File: config.mk
export PLATFORM = sky130hd
export DESIGN_NAME = rdy_ack_receiver
export DESIGN_NICKNAME = d
export VERILOG_FILES = /design/src/rtl/rdy_ack_receiver.sv
export SDC_FILE = /design/constraint.sdc
export NUM_CORES = 1
export LEC_CHECK = 0
export ABC_AREA = 1
export ABC_CLOCK_PERIOD_IN_PS = 2100
export CAP_MARGIN = 20
export CORE_UTILIZATION = 30
export CTS_BUF_LIST = sky130_fd_sc_hd__clkbuf_4
export CTS_CLUSTER_DIAMETER = 40
export DETAILED_ROUTE_END_ITERATION = 12
export PLACE_DENSITY = 0.62
export SYNTH_ARGS = -nofsm -noshare
export SYNTH_HDL_FRONTEND = slang
export SYNTH_SLANG_ARGS = --single-unit
File: constraint.sdc
create_clock -name clock -period 2.1 [get_ports clock]
set_input_delay 0.315 -clock clock [delete_from_list [all_inputs] [get_ports clock]]
set_output_delay 0.315 -clock clock [all_outputs]
set_load 0.03 [all_outputs]
File: src/rtl/rdy_ack_receiver.sv
// Receiving end of an asynchronous RDY/ACK link: accepts synchronized RDY toggles into a small FIFO.
// Optional RX_STATS_EN adds msg_cnt/stall_cnt statistics outputs.
module rdy_ack_receiver #(
  parameter int N        = 8,
  parameter int LOGDEPTH = 1
) (
  input  logic                clock,
  input  logic                reset,
  input  logic                rdy_in,
  input  logic [N-1:0]        data_in,
  output logic                ack_out,
  output logic [N-1:0]        out_data,
  output logic                out_valid,
  input  logic                out_taken,
  output logic [LOGDEPTH:0]   count
`ifdef RX_STATS_EN
  ,
  output logic [15:0]         msg_cnt,
  output logic [15:0]         stall_cnt
`endif
);

  localparam int                D       = 2 ** LOGDEPTH;
  localparam logic [LOGDEPTH:0] DEPTH_C = (LOGDEPTH + 1)'(D);

  logic                ack_q,    ack_d;
  logic                exp_q,    exp_d;
  logic [LOGDEPTH-1:0] wr_ptr_q, wr_ptr_d;
  logic [LOGDEPTH-1:0] rd_ptr_q, rd_ptr_d;
  logic [LOGDEPTH:0]   count_q,  count_d;
  logic [N-1:0]        mem_q [D];
  logic [N-1:0]        mem_d [D];

  logic pend;
  logic pop;
  logic accept;

  // A full FIFO may still accept when a pop frees the head slot on the same edge.
  always_comb begin
    pend   = (rdy_in != exp_q);
    pop    = out_taken && (count_q != '0);
    accept = pend && ((count_q < DEPTH_C) || ((count_q == DEPTH_C) && pop));
  end

  always_comb begin
    ack_d    = ack_q;
    exp_d    = exp_q;
    wr_ptr_d = wr_ptr_q;
    rd_ptr_d = rd_ptr_q;
    count_d  = count_q;
    mem_d    = mem_q;
    if (accept) begin
      mem_d[wr_ptr_q] = data_in;
      wr_ptr_d        = wr_ptr_q + LOGDEPTH'(1);
      exp_d           = ~exp_q;
      ack_d           = ~ack_q;
    end
    if (pop) begin
      rd_ptr_d = rd_ptr_q + LOGDEPTH'(1);
    end
    if (accept && !pop) begin
      count_d = count_q + (LOGDEPTH + 1)'(1);
    end else if (pop && !accept) begin
      count_d = count_q - (LOGDEPTH + 1)'(1);
    end
  end

  always_ff @(posedge clock or posedge reset) begin
    if (reset) begin
      ack_q    <= 1'b0;
      exp_q    <= 1'b0;
      wr_ptr_q <= '0;
      rd_ptr_q <= '0;
      count_q  <= '0;
      for (int i = 0; i < D; i++) begin
        mem_q[i] <= '0;
      end
    end else begin
      ack_q    <= ack_d;
      exp_q    <= exp_d;
      wr_ptr_q <= wr_ptr_d;
      rd_ptr_q <= rd_ptr_d;
      count_q  <= count_d;
      mem_q    <= mem_d;
    end
  end

  // The head is forced to zero while empty so stale entries never leak out.
  always_comb begin
    out_data = '0;
    if (count_q != '0) begin
      out_data = mem_q[rd_ptr_q];
    end
  end

  assign ack_out   = ack_q;
  assign out_valid = (count_q != '0);
  assign count     = count_q;

`ifdef RX_STATS_EN
  logic [15:0] msg_cnt_q,   msg_cnt_d;
  logic [15:0] stall_cnt_q, stall_cnt_d;

  // Both statistics saturate rather than wrap.
  always_comb begin
    msg_cnt_d   = msg_cnt_q;
    stall_cnt_d = stall_cnt_q;
    if (accept && (msg_cnt_q != 16'hFFFF)) begin
      msg_cnt_d = msg_cnt_q + 16'd1;
    end
    if (pend && !accept && (stall_cnt_q != 16'hFFFF)) begin
      stall_cnt_d = stall_cnt_q + 16'd1;
    end
  end

  always_ff @(posedge clock or posedge reset) begin
    if (reset) begin
      msg_cnt_q   <= '0;
      stall_cnt_q <= '0;
    end else begin
      msg_cnt_q   <= msg_cnt_d;
      stall_cnt_q <= stall_cnt_d;
    end
  end

  assign msg_cnt   = msg_cnt_q;
  assign stall_cnt = stall_cnt_q;
`endif

endmodule
==> impl_metrics.json, run 1 <==
{
  "status": "complete, no violations",
  "fp.dieH_um": 62.3,
  "grt_overflow": 0,
  "crit_chain": "nor2_4, inv_2, clkdlybuf4s50_1",
  "drt-wirelength-per-cell_um": 11.6,
  "ant_nets": 0,
  "cts_buffers": 3,
  "power_density_nw_per_um2": 1670,
  "cts-root-buf": "clkbuf_4",
  "postSynthAreaPerCell_um2": 8.15,
  "cts_max_level": 1,
  "cts_tree": "done",
  "first_pass_iters": 4,
  "crit_path_end_kind": "output port",
  "worst_pin_slew_ns": 0.357,
  "area_delta_synth_final_pct": 27.1,
  "syn_nets": 147,
  "finalHoldViolCount": 0,
  "grt_pass1_vias": 832,
  "cp_max_fo": 9,
  "yosys_warnings": 0,
  "pre_cts_ws_ns": 0.215,
  "rsz0062_at_grt": "no",
  "seq_area_um2": 551,
  "multi_input_area_um2": 474,
  "hold_path.class": "primary input to asynchronous set/reset pin",
  "period_minus_slack_ns": 2.00,
  "cp-start-kind": "flop",
  "skew_ns": 0.00502,
  "fin_cells": 204,
  "n_fill_cell": 360,
  "drv_slew": 0,
  "grt_pass1_wl_mm": 3.92,
  "initial_core_util_pct": 32.0,
  "vias_per_cell": 4.67,
  "finalSetupViolCount": 0,
  "ir_drop_v": 0.000478,
  "layout.nets": 173,
  "ys_types": 19,
  "maxCapViolations": 0,
  "ys_seq_elements": 22,
  "fin_crit_sh_pct": 95.3,
  "grt.total_usage_pct": 12.7,
  "floorplan.die_area_um2": 3890,
  "path_class": "flop to output port",
  "drc": 0,
  "routed_wirelength_mm": 2.37,
  "crit_required_ns": 1.78,
  "max_freq_mhz": 500,
  "final_layout_size_suffix_gt1_share_pct": 11.4,
  "first_iter_violations": 22,
  "antenna_found_initial": 0,
  "rows": 21,
  "cts_buffer_depth": 2,
  "antenna_cells": 0,
  "dp_cells": 201,
  "slowest_delay_ns": 0.59,
  "coreArea_um2": 3420,
  "ys_seq_area_share_pct": 50.4,
  "num_io_pins": 24,
  "dp_hpwl_mm": 1.79,
  "clock_latency_ns": 0.31,
  "clk_pin_slew_ns": 0.12,
  "post-route-util_pct": 40.7,
  "grt_max_degree": 23,
  "synth_cells": 134,
  "hold_buffers": 0,
  "cp_slowest_cell": "clkdlybuf4s50_1",
  "io_buffers": 23,
  "fp.dieW_um": 62.3,
  "static-leakage-power_nw": 0.704,
  "cp.arrival_ns": 1.69,
  "slew_headroom_pct": 76.2,
  "tns_ns": 0,
  "cts.sinks": 22,
  "gp_congestion": 0.812,
  "vias": 953,
  "netlist_area_um2": 1090,
  "fin_ws_ns": 0.0989
}
-- layer usage --
layer / wire length (um) / part of all wire (%) / track usage (%)
met4: 35 / 1.5 / 4.36
met3: 88 / 3.7 / 1.65
met1: 1140 / 48 / 17.8
met5: 0 / 0 / 0
met2: 1100 / 47 / 20.2
-- power by group --
group / internal [mW] / total [mW] / switching, mW
clock network: 0.0670 / 0.190 / 0.123
registers: 0.631 / 0.822 / 0.191
logic: 0.462 / 1.30 / 0.841
total: 1.16 / 2.32 / 1.16
-- sequential cells by signal, summed over array words and instances, names as in the netlist --
register / count
ack_out: 1
count: 2
exp_q: 1
mem_q: 16
rd_ptr_q: 1
wr_ptr_q: 1
-- cell type report --
class	instances	share of cell area [%]
Sequential cell	22	39.6
Multi-Input combinational cell	96	34.1
Timing Repair Buffer	26	17.5
Tap cell	46	4.14
Inverter	11	2.97
Clock buffer	3	1.62
-- per-stage QoR --
stage	hold WS [ns]	area, um^2	total power [mW]
global placement	0.460	1370	2.19
CTS	0.340	1390	2.34
global route	0.372	1390	2.50
detailed placement	0.462	1370	2.21
finish	0.327	1390	2.32
floorplan	0.304	1090	1.75
-- critical path: cells and delay by family, from the launching register on --
family / cells / cell delay [ns]
AND/OR/NAND/NOR: 1 / 0.25
buffers and inverters: 2 / 0.66
flip-flops: 1 / 0.48
-- final timing paths --
| path | slack, ns | endpoint | depth (start not counted) | from |
|---|---|---|---|---|
| setup reg to reg | 0.56 | count[1] | 9 | count[0] |
| hold reg to reg | 0.49 | mem_q[1] | 2 | mem_q[1] |
| max in group asynchronous | 1.54 | mem_q[5] | 3 | reset |
| min in group clock | 0.49 | mem_q[1] | 2 | mem_q[1] |
| setup / recovery | 0.1 | out_valid | 3 | count[1] |
| hold / removal | 0.33 | count[0] | 3 | reset |
-- cells by family (layout without fill, tap and decap cells) --
| kind of cell | Yosys count | in the layout | synth area share, % |
|---|---|---|---|
| AOI/OAI and AO/OA | 9 | 9 | 4.12 |
| adders and majority gates | 1 | 1 | 1.15 |
| DFF | 22 | 22 | 50.4 |
| and+or+nand+nor | 83 | 83 | 35.3 |
| buffers and inverters | 16 | 40 | 6.64 |
| xor gates and xnor gates | 3 | 3 | 2.41 |
-- repair_timing --
action                                  in CTS  in global routing
resized for setup                            9                  0
buffers inserted                             0                  0
endpoints found under the setup margin       9                  0
-- cell usage after synthesis --
library cell / n / share of area, %
nand2_1: 59 / 20
dfrtp_1: 22 / 50
nand4_1: 16 / 9.2
a21oi_1: 8 / 3.7
inv_1: 6 / 2.1
inv_2: 5 / 1.7
nand2_2: 4 / 2.3
clkbuf_1: 2 / 0.69
xnor2_1: 2 / 1.6
buf_2: 1 / 0.46
buf_4: 1 / 0.69
buf_6: 1 / 1.0
ha_1: 1 / 1.1
nand3_1: 1 / 0.46
nand3_2: 1 / 0.92
nand3_4: 1 / 1.6
nor2_2: 1 / 0.57
o21ai_1: 1 / 0.46
xor2_1: 1 / 0.80
-- placed cells by master, fill, tap and decap left out, drive strengths merged --
cell and n:
inv 11, a21oi 8, dfrtp 22, nor2 1
nand2 63, nand3 3, ha 1, xnor2 2
o21ai 1, buf 3, nand4 16, clkbuf 3
clkdlybuf4s50 15, dlygate4sd2 8, xor2 1
(Power assumes the default switching activity.)
==> run 2, diff against run 1 <==
- CTS_CLUSTER_SIZE: not set -> 20
==> results of run 2 <==
Final layout, timing and power as in run 1 (identical DEF).
